### src/rtl/mul_div_unit.sv
// Iterative unsigned multiply (shift-add) / divide (restoring) unit, one bit per cycle.
// Latency: accept edge plus WIDTH RUN cycles, then a one-cycle DONE pulse. No backpressure; start is ignored while busy.
module mul_div_unit #(
    parameter int WIDTH  = 16,
    parameter int ADDR_W = 3
) (
    input  logic              clk,
    input  logic              reset,
    input  logic              start,
    input  logic [1:0]        op,
    input  logic [WIDTH-1:0]  operand_a,
    input  logic [WIDTH-1:0]  operand_b,
    input  logic [ADDR_W-1:0] dest_in,
    output logic              busy,
    output logic              done,
    output logic              regwrite,
    output logic [ADDR_W-1:0] address_dest,
    output logic [WIDTH-1:0]  data_dest,
    output logic              div_by_zero
);
    localparam int CW = $clog2(WIDTH);

    typedef enum logic [1:0] {IDLE, RUN, DONE} state_t;

    state_t              state_q;
    logic [1:0]          op_q;
    logic [WIDTH-1:0]    opnd_q;
    logic [WIDTH-1:0]    hi_q, lo_q;
    logic [ADDR_W-1:0]   dest_q;
    logic [CW-1:0]       cnt_q;
    logic                busy_q, done_q, dbz_q;
    logic [ADDR_W-1:0]   addr_q;
    logic [WIDTH-1:0]    data_q;

    logic [WIDTH-1:0]    hi_d, lo_d;
    logic [WIDTH:0]      sum;
    logic [WIDTH:0]      trial;
    logic                ge;

    // hi_q is the upper product half (MUL) or the partial remainder (DIV);
    // lo_q is the multiplier shifting out (MUL) or dividend in / quotient out (DIV).
    always_comb begin
        hi_d  = hi_q;
        lo_d  = lo_q;
        sum   = '0;
        trial = '0;
        ge    = 1'b0;
        if (!op_q[1]) begin
            sum  = {1'b0, hi_q} + (lo_q[0] ? {1'b0, opnd_q} : '0);
            hi_d = sum[WIDTH:1];
            lo_d = {sum[0], lo_q[WIDTH-1:1]};
        end else begin
            trial = {hi_q, lo_q[WIDTH-1]};
            ge    = trial >= {1'b0, opnd_q};
            hi_d  = ge ? trial[WIDTH-1:0] - opnd_q : trial[WIDTH-1:0];
            lo_d  = {lo_q[WIDTH-2:0], ge};
        end
    end

    always_ff @(posedge clk or negedge reset) begin
        if (!reset) begin
            state_q <= IDLE;
            op_q    <= '0;
            opnd_q  <= '0;
            hi_q    <= '0;
            lo_q    <= '0;
            dest_q  <= '0;
            cnt_q   <= '0;
            busy_q  <= 1'b0;
            done_q  <= 1'b0;
            dbz_q   <= 1'b0;
            addr_q  <= '0;
            data_q  <= '0;
        end else begin
            done_q <= 1'b0;
            case (state_q)
                IDLE: begin
                    if (start) begin
                        op_q    <= op;
                        opnd_q  <= op[1] ? operand_b : operand_a;
                        lo_q    <= op[1] ? operand_a : operand_b;
                        hi_q    <= '0;
                        dest_q  <= dest_in;
                        cnt_q   <= CW'(WIDTH - 1);
                        busy_q  <= 1'b1;
                        state_q <= RUN;
                    end
                end
                RUN: begin
                    hi_q  <= hi_d;
                    lo_q  <= lo_d;
                    cnt_q <= cnt_q - 1'b1;
                    if (cnt_q == '0) begin
                        // A zero divisor needs no special path: every trial subtract
                        // succeeds, giving all-ones quotient and remainder = dividend.
                        state_q <= DONE;
                        done_q  <= 1'b1;
                        data_q  <= op_q[0] ? hi_d : lo_d;
                        addr_q  <= dest_q;
                        dbz_q   <= op_q[1] && (opnd_q == '0);
                    end
                end
                DONE: begin
                    busy_q  <= 1'b0;
                    state_q <= IDLE;
                end
                default: state_q <= IDLE;
            endcase
        end
    end

    assign busy         = busy_q;
    assign done         = done_q;
    assign regwrite     = done_q;
    assign address_dest = addr_q;
    assign data_dest    = data_q;
    assign div_by_zero  = dbz_q;
endmodule
### config.mk
export PLATFORM = sky130hd
export DESIGN_NAME = mul_div_unit
export DESIGN_NICKNAME = d
export VERILOG_FILES = /design/src/rtl/mul_div_unit.sv
export SDC_FILE = /design/constraint.sdc
export NUM_CORES = 1
export LEC_CHECK = 0
export CAP_MARGIN = 5
export CORE_MARGIN = 4
export CORE_UTILIZATION = 45
export DETAILED_ROUTE_END_ITERATION = 10
export PLACE_DENSITY = 0.76
export SYNTH_ARGS = -nofsm -noshare
export SYNTH_HDL_FRONTEND = slang
export SYNTH_SLANG_ARGS = --single-unit
### constraint.sdc
create_clock -name clk -period 5.95 [get_ports clk]
set_input_delay 1.785 -clock clk [delete_from_list [all_inputs] [get_ports clk]]
set_output_delay 1.785 -clock clk [all_outputs]
set_load 0.03 [all_outputs]
[Word-level counts from Yosys, hierarchy flattened]
Index checks and enable logic that the tools add are counted.
Word-level totals
  memories kept: 0
  memory bits (read-only): 0
  memory bits (writable): 0
  bits of input ports: 40
  output and inout port bits: 23
  logic and storage cells: 51
  bits in registers: 81
  bits in latches: 0
Cells by class
  equality and inequality tests: 4
  multiplexer cells: 20
  bitwise gates (word level): 0
  $add $sub $neg: 3
  reduce and logical (&&, ||, !) cells: 11
  order comparisons: 1
  multiply operators: 0
  div/mod/pow operators: 0
  shifts and indexed selects: 0
Operator list (count)
  $mux W16: 9
  $pmux W16 S2: 2
  $add A16 B16 Y17: 1
  $ge A17 B16 Y1: 1
  $logic_not A16 Y1: 1
  $sub A16 B16 Y16: 1
  $reduce_and A2 Y1: 5
  $pmux W4 S2: 1
  $logic_not A4 Y1: 1
  $mux W2: 2
  $mux W4: 1
  $ne A2 B2 Y1 const B: 2
  $pmux W2 S2: 1
  $reduce_bool A2 Y1: 2
  $sub A4 B1 Y4 const B: 1
  $mux W1: 3
  $eq A2 B1 Y1 const B: 1
  $eq A2 B2 Y1 const B: 1
  $logic_not A2 Y1: 1
  $pmux W1 S2: 1
  $logic_and A1 B1 Y1: 1

[Longest topological paths before layout]
Gate-level depths: netlist (run 1).
  word-level depth: 4
  mapped depth: 13
  mapped depth without buffers: 12

[Worst setup path before layout (run 1)]
No wires, ideal clock.
  path type: input to register
  from: input port op[1]
  to: register lo_q[12]
  cell stages on the path: 5
  arrival: 3.324 ns
  data required time: 5.808 ns
  slack: 2.484 ns
  path buffers: 3
  library setup time: 0.142 ns
  cell sequence: clkbuf_1 -> buf_1 -> clkbuf_1 -> mux2i_1 -> o221ai_1
Between the ends
  longest elaborated chain between the ends: 3
RTL lines
  start, declared: line 10  | input logic [1:0] op,
  $mux W16: line 81  | lo_q <= op[1] ? operand_a : operand_b;
  $mux W16: line 78  | if (start) begin
  $pmux W16 S2: line 76  | case (state_q)
  end signal, assigned: line 81
  end signal, assigned: line 91  | lo_q <= lo_d;
  end, declared: line 28  | logic [WIDTH-1:0] hi_q, lo_q;
Every way passes these cells. The select of a mux whose other input is x is not followed.
A chain may end at the register's enable or synchronous reset.

[Final worst setup path (run 1)]
  from: input port start
  to: register lo_q[3]
Between the ends
  longest elaborated chain between the ends: 2
RTL lines
  start, declared: line 9  | input logic start,
  $ne A2 B2 Y1 (no source line)
  $reduce_and A2 Y1 (no source line)
Every way passes these cells.

==> flow_summary.yaml, run 1 <==
floorplan:
  start_util: 0.465
  pin_count: 63
  die_h_microns: 123
  fp.dieW_microns: 123
  coreArea_sq_um: 12800
  num_rows: 41
  die-area_sq_um: 15100
clock_network:
  cts_resized: 0
  cts_hold_repair.buffers: 0
  cts_setup_buffers: 0
  cts_buffer_depth: 2
  clock_sinks: 81
  clk_pin_slew_ps: 70
  root_buffer: "clkbuf_16"
  cts_tree: "built"
  numCtsBuffers: 9
  cts_max_level: 3
  clock_latency_ps: 350
timing:
  period_needed_ps: 4190
  timing.hold.ws_ps: 474
  final_hold_viol_count: 0
  fin_worst_skew_ps: 6.12
  min_period_over_period: 0.705
  finalSetupViolations: 0
  max_freq_mhz: 238
  layout_setup_ws_ps: 1760
  maxSlewHeadroom: 0.253
  tns_ps: 0
  timing_worst_slew_pin_value_ps: 1120
  slew_viol_final: 0
  grt_setup_unrepaired: "no"
power:
  vdd_drop_max_mv: 0.225
  power_density_nw_per_um2: 694
  p_comb_frac: 0.639
  p_leak_nw: 3.15
  power_frac_seq: 0.239
  cell_internal_pwr_w: 0.00248
  total_power_w: 0.00483
  p_sw_w: 0.00235
  p_sw_frac: 0.487
  clock_power_share: 0.121
synth:
  synth.most_common_cell: "nand2_1"
  async_flop_share: 1.00
  synth.top_cell.area_share: 0.341
  ys_seq_area_frac: 0.341
  yosysTopAreaCell: "dfrtp_1"
  ys_types: 64
  yosys-top-cells-area: "dfrtp_1 34%, mux2i_1 9.8%, ha_1 6.9%, nand2_1 5.2%, o21ai_0 4.0%"
  netlist_area_sq_um: 5950
  synth.net_count: 744
  synthCells: 669
  ys_seq_elements: 81
  ys_top_cells_by_count: "83 x nand2_1, 81 x dfrtp_1, 58 x mux2i_1"
  ys.warnings.count: 0
  synth_ff_type: "dfrtp_1"
  synth_edf_count: 0
  avgSynthCellArea_sq_um: 8.89
placed_design:
  dp.cells: 870
  port_buffers: 62
  dpl.hpwl_microns: 13300
  gp_congestion: 0.995
  pre_cts_ws_ps: 1460
layout:
  layout.nets: 784
  ff_latch_area_sq_um: 2030
  syn_to_final_growth_pct: 17.1
  multi_input_area_sq_um: 3620
  instances_no_fill: 886
  num_antenna_cells: 0
  fillerInstances: 1170
  drive_above_1_share: 0.0658
worst_setup_path:
  start_kind: "input port"
  path_cells: "clkdlybuf4s50_1 > nor2b_1 > nand2_1 > o221ai_1"
  crit_buf_inv: 1
  cp.required_ps: 6190
  cp_slowest_cell: "nand2_1"
  crit_type: "input port to register"
  rr_worst_depth: 10
  endpoint_kind: "register"
  crit_arrival_ps: 4430
  cp_top_family: "simple AND/OR/NAND/NOR gates"
  slowest_delay_ps: 840
  critical_path_depth: 4
  crit_path_max_fanout: 42
route:
  dr.pass1.iters: 5
  vias: 5303
  drtIter0Drc: 431
  vias_per_cell: 5.99
  drt-total-wl_microns: 17500
  avgRoutedWirePerCell_microns: 19.7
  final_antenna_net_count: 0
  drc: 0
global_routing:
  top_usage_layer: "met2"
  grtUsageMet2: 0.365
  grt_pass1_wl_microns: 27400
  track_usage: 0.236
  antenna_found_initial: 0
  grt_pass1_vias: 5123
  grt_overflow: 0
  grt.met3_usage: 0.0366
  use_met1: 0.345
  grt_max_degree: 82
flow_run:
  cap_violations: 0
hold_path:
  hold_class: "register to register"
  whs_path_depth: 1
status:
  status: "completed"
-- power groups by stage --
stage          Combinational (W)  Clock (W)  Sequential [W]
2_1_floorplan            0.00220          0         0.00111
3_3_place_gp             0.00297          0         0.00114
3_5_place_dp             0.00303          0         0.00115
4_1_cts                  0.00306   0.000590         0.00114
5_1_grt                  0.00336   0.000619         0.00118
6_report                 0.00309   0.000587         0.00116
-- metrics by stage --
stage / cell area [sq um] / util
3_5_place_dp: 6650 / 0.521
4_1_cts: 6960 / 0.545
6_report: 6960 / 0.545
3_3_place_gp: 6650 / 0.521
2_1_floorplan: 5950 / -
5_1_grt: 6960 / 0.545
-- placed cells by master (no fill, tap or decap), types with 9 or more instances in the layout --
master / instances
and2_1: 15
nand2b_1: 10
nand3_1: 9
mux2_2: 9
xnor2_1: 15
clkbuf_16: 9
nand2_1: 83
a221oi_1: 9
o21ai_0: 48
nor3_1: 16
o221ai_1: 9
inv_1: 39
ha_1: 33
dfrtp_1: 81
nor2_1: 38
a21oi_1: 37
mux2i_1: 58
clkdlybuf4s50_1: 60
-- kinds of logic after synthesis --
| group | after synthesis | share of synthesized area |
|---|---|---|
| AO/OA/AOI/OAI | 179 | 0.207 |
| flip-flops | 81 | 0.341 |
| XOR/XNOR | 22 | 0.0324 |
| multiplexers | 72 | 0.134 |
| adder cells (fa/ha/maj) | 35 | 0.0762 |
| buffers and inverters | 77 | 0.0507 |
| AND/OR/NAND/NOR | 203 | 0.160 |
-- layout make-up --
class                      instances  area share
multi-input combinational        511       0.519
tap                              172      0.0309
clock inverter                     7      0.0124
inverter                          40      0.0216
clock buffer                       9      0.0323
timing repair buffer              66      0.0923
sequential                        81       0.291
-- worst reg2reg max path, stage by stage (launching register included) --
cell and delay (ps):
dfrtp_1 440, inv_1 120, ha_1 380, o21ai_0 330, o21bai_1 170, nor2b_1 190
o211a_1 240, o21ai_2 740, mux2_2 430, mux4_2 510, mux2_2 280
-- path summary, 6_finish.rpt --
check | start | endpoint | slack, ps
worst min register to register | cnt_q[3]$_DFFE_PN0P_ | cnt_q[3]$_DFFE_PN0P_ | 470
min in group asynchronous | reset | cnt_q[0]$_DFFE_PN0P_ | 1600
worst min-delay path | cnt_q[3]$_DFFE_PN0P_ | cnt_q[3]$_DFFE_PN0P_ | 470
max in group asynchronous | reset | done$_DFF_PN0_ | 3680
worst max register to register | opnd_q[7]$_DFFE_PN0P_ | data_dest[3]$_DFFE_PN0P_ | 2000
worst max-delay path | start | lo_q[3]$_DFFE_PN0P_ | 1760
-- metal layers --
layer / share of wire / routed length (microns)
met4: 0.019 / 335
met1: 0.46 / 7970
met5: 0 / 0
met3: 0.077 / 1340
met2: 0.45 / 7810
-- registers in the layout, summed over array words and instances (netlist names) --
signal and cells:
address_dest 3, busy 1, cnt_q 4, data_dest 16
dest_q 3, div_by_zero 1, done 1, hi_q 16
lo_q 16, op_q 2, opnd_q 16, state_q 2
Note: power is estimated with default switching activity, not from simulation.
==> inputs of run 2 (changes only) <==
==> constraint.sdc (replaced) <==
create_clock -name clk -period 3.93 [get_ports clk]
set_input_delay 1.179 -clock clk [delete_from_list [all_inputs] [get_ports clk]]
set_output_delay 1.179 -clock clk [all_outputs]
set_load 0.03 [all_outputs]
==> run 2 against run 1 <==
Compared with the run above:
- utilization is 0.20 points higher
- global-route usage is 1.3 points higher
- sequential share of layout area fell by 0.10 points
- hold slack worse by 1.9 ps
- design area rose by 0.36%
- critical endpoint is now data_dest[3]$_DFFE_PN0P_
- largest power group unchanged
- highest routed layer unchanged
==> flow_summary.yaml, run 2 (synthesis gave the netlist of run 1 again) <==
worst_setup_path:
  rr_startpoint: "opnd_q[4]$_DFFE_PN0P_"
  cp_slowest_cell: "mux4_2"
  slowest_delay_ps: 460
  cp-startpoint: "opnd_q[4]$_DFFE_PN0P_"
  crit_type: "register to register"
  path_cells: "inv_1 > ha_1 > and2_4 > a221oi_4 > a211oi_2 > o211a_1 > o21ai_2 > buf_4 > mux2_2 > mux4_2 > mux2_2"
  start_kind: "register"
  crit_arrival_ps: 3610
  crit_path_max_fanout: 6
  cp.required_ps: 4170
  cp_common_cell: "mux2_2"
  endpoint_kind: "register"
floorplan:
  coreArea_sq_um: 12800
  num_rows: 41
  die_h_microns: 123
  fp.dieW_microns: 123
  die-area_sq_um: 15100
  start_util: 0.465
  pin_count: 63
layout:
  mostFrequentLayoutCells: "83 x nand2_1, 81 x dfrtp_1, 60 x clkdlybuf4s50_1"
  drive_above_1_share: 0.0721
  layout_commonest_cell: "nand2_1"
  multi_input_area_sq_um: 3620
  layout.nets: 791
  instances_no_fill: 893
  num_antenna_cells: 0
  fillerInstances: 1131
  syn_to_final_growth_pct: 17.6
  ff_latch_area_sq_um: 2030
power:
  power_frac_seq: 0.238
  total_power_w: 0.00738
  power_density_nw_per_um2: 1060
  cell_internal_pwr_w: 0.00376
  p_leak_nw: 3.17
  p_sw_frac: 0.491
  p_sw_w: 0.00362
  vdd_drop_max_mv: 0.346
  p_comb_frac: 0.651
  clock_power_share: 0.111
timing:
  maxSlewHeadroom: 0.301
  period_needed_ps: 3380
  tns_ps: 0
  grt_setup_unrepaired: "no"
  max_freq_mhz: 296
  finalSetupViolations: 0
  slew_viol_final: 0
  timing_worst_slew_pin_value_ps: 1050
  final_hold_viol_count: 0
  min_period_over_period: 0.859
  fin_worst_skew_ps: 7.98
clock_network:
  root_buffer: "clkbuf_16"
  cts_hold_repair.buffers: 0
  clock_sinks: 81
  cts_resized: 0
  clk_pin_slew_ps: 60
  cts_tree: "built"
  numCtsBuffers: 9
  cts_max_level: 3
  clock_latency_ps: 350
  cts_buffer_depth: 2
  cts_setup_buffers: 0
route:
  drt-total-wl_microns: 18200
  avgRoutedWirePerCell_microns: 20.4
  drc: 0
  dr.pass1.iters: 5
  vias: 5452
  vias_per_cell: 6.11
  drtIter0Drc: 580
  final_antenna_net_count: 0
hold_path:
  hold_class: "register to register"
  hold_path.startpoint: "dest_q[1]$_DFFE_PN0P_"
global_routing:
  track_usage: 0.249
  grt_max_degree: 82
  antenna_found_initial: 0
  grt_overflow: 0
  grt_pass1_wl_microns: 28700
  grt_pass1_vias: 5418
placed_design:
  gp_congestion: 0.992
  dp.cells: 877
  dpl.hpwl_microns: 14000
  port_buffers: 62
status:
  status: "completed"
flow_run:
  cap_violations: 0
run 2: cell count changes in the layout (fill, tap and decap cells not counted), sizes merged:
cell / before / now
clkinv: 3 / 1
bufinv: 1 / 0
clkbuf: 9 / 13
inv: 42 / 40
clkinvlp: 1 / 2
buf: 6 / 13
run 2: worst max-delay path, delay by kind of cell, from the launching register on:
kind | cells | cell delay (ps)
muxes | 3 | 1100
buffers and inverters | 2 | 250
AOI/OAI and AO/OA | 4 | 920
adders and majority gates | 1 | 390
and+or+nand+nor | 1 | 210
DFF | 1 | 380
run 2: metrics by stage:
step	utilization	setup slack, ps	hold WS, ps	instance area [sq um]
finish	0.547	555	472	6990
global route	0.547	410	500	6990
CTS	0.547	561	476	6990
detailed placement	0.525	576	462	6710
global placement	0.525	684	448	6710
floorplan	-	936	439	5950
run 2: per-layer routing:
| layer | GRT usage | wire, microns | share of wire | vias up |
|---|---|---|---|---|
| met5 | 0 | 0 | 0 | - |
| met4 | 0.0966 | 598 | 0.033 | 0 |
| met3 | 0.0590 | 1460 | 0.080 | 39 |
| met2 | 0.385 | 8330 | 0.46 | 245 |
| met1 | 0.339 | 7850 | 0.43 | 2640 |
| li1 | - | - | - | 2528 |
run 2: area by class of cell:
class                   instances  area share
inverters                      40      0.0215
flip-flops and latches         81       0.290
clock buffers                  13      0.0372
repair buffers                 73      0.0995
clock inverters                 3     0.00340
well taps                     172      0.0308
multi-input cells             511       0.518
run 2: power groups by stage:
stage / clock (W) / sequential, W / combinational, W
floorplan: 0 / 0.00169 / 0.00334
global placement: 0 / 0.00172 / 0.00463
detailed placement: 0 / 0.00175 / 0.00471
CTS: 0.000826 / 0.00173 / 0.00474
global route: 0.000864 / 0.00180 / 0.00520
finish: 0.000818 / 0.00176 / 0.00480
run 2: worst paths after layout:
check                                                   end  slack [ps]  depth (start not counted)
worst max-delay path               data_dest[3]$_DFFE_PN0P_         550                         11
worst min-delay path            address_dest[1]$_DFFE_PN0P_         470                          2
worst max register to register     data_dest[3]$_DFFE_PN0P_         550                         11
worst min register to register  address_dest[1]$_DFFE_PN0P_         470                          2
max in group asynchronous             opnd_q[5]$_DFFE_PN0P_        2230                          1
min in group asynchronous                  busy$_DFFE_PN0P_         970                          1
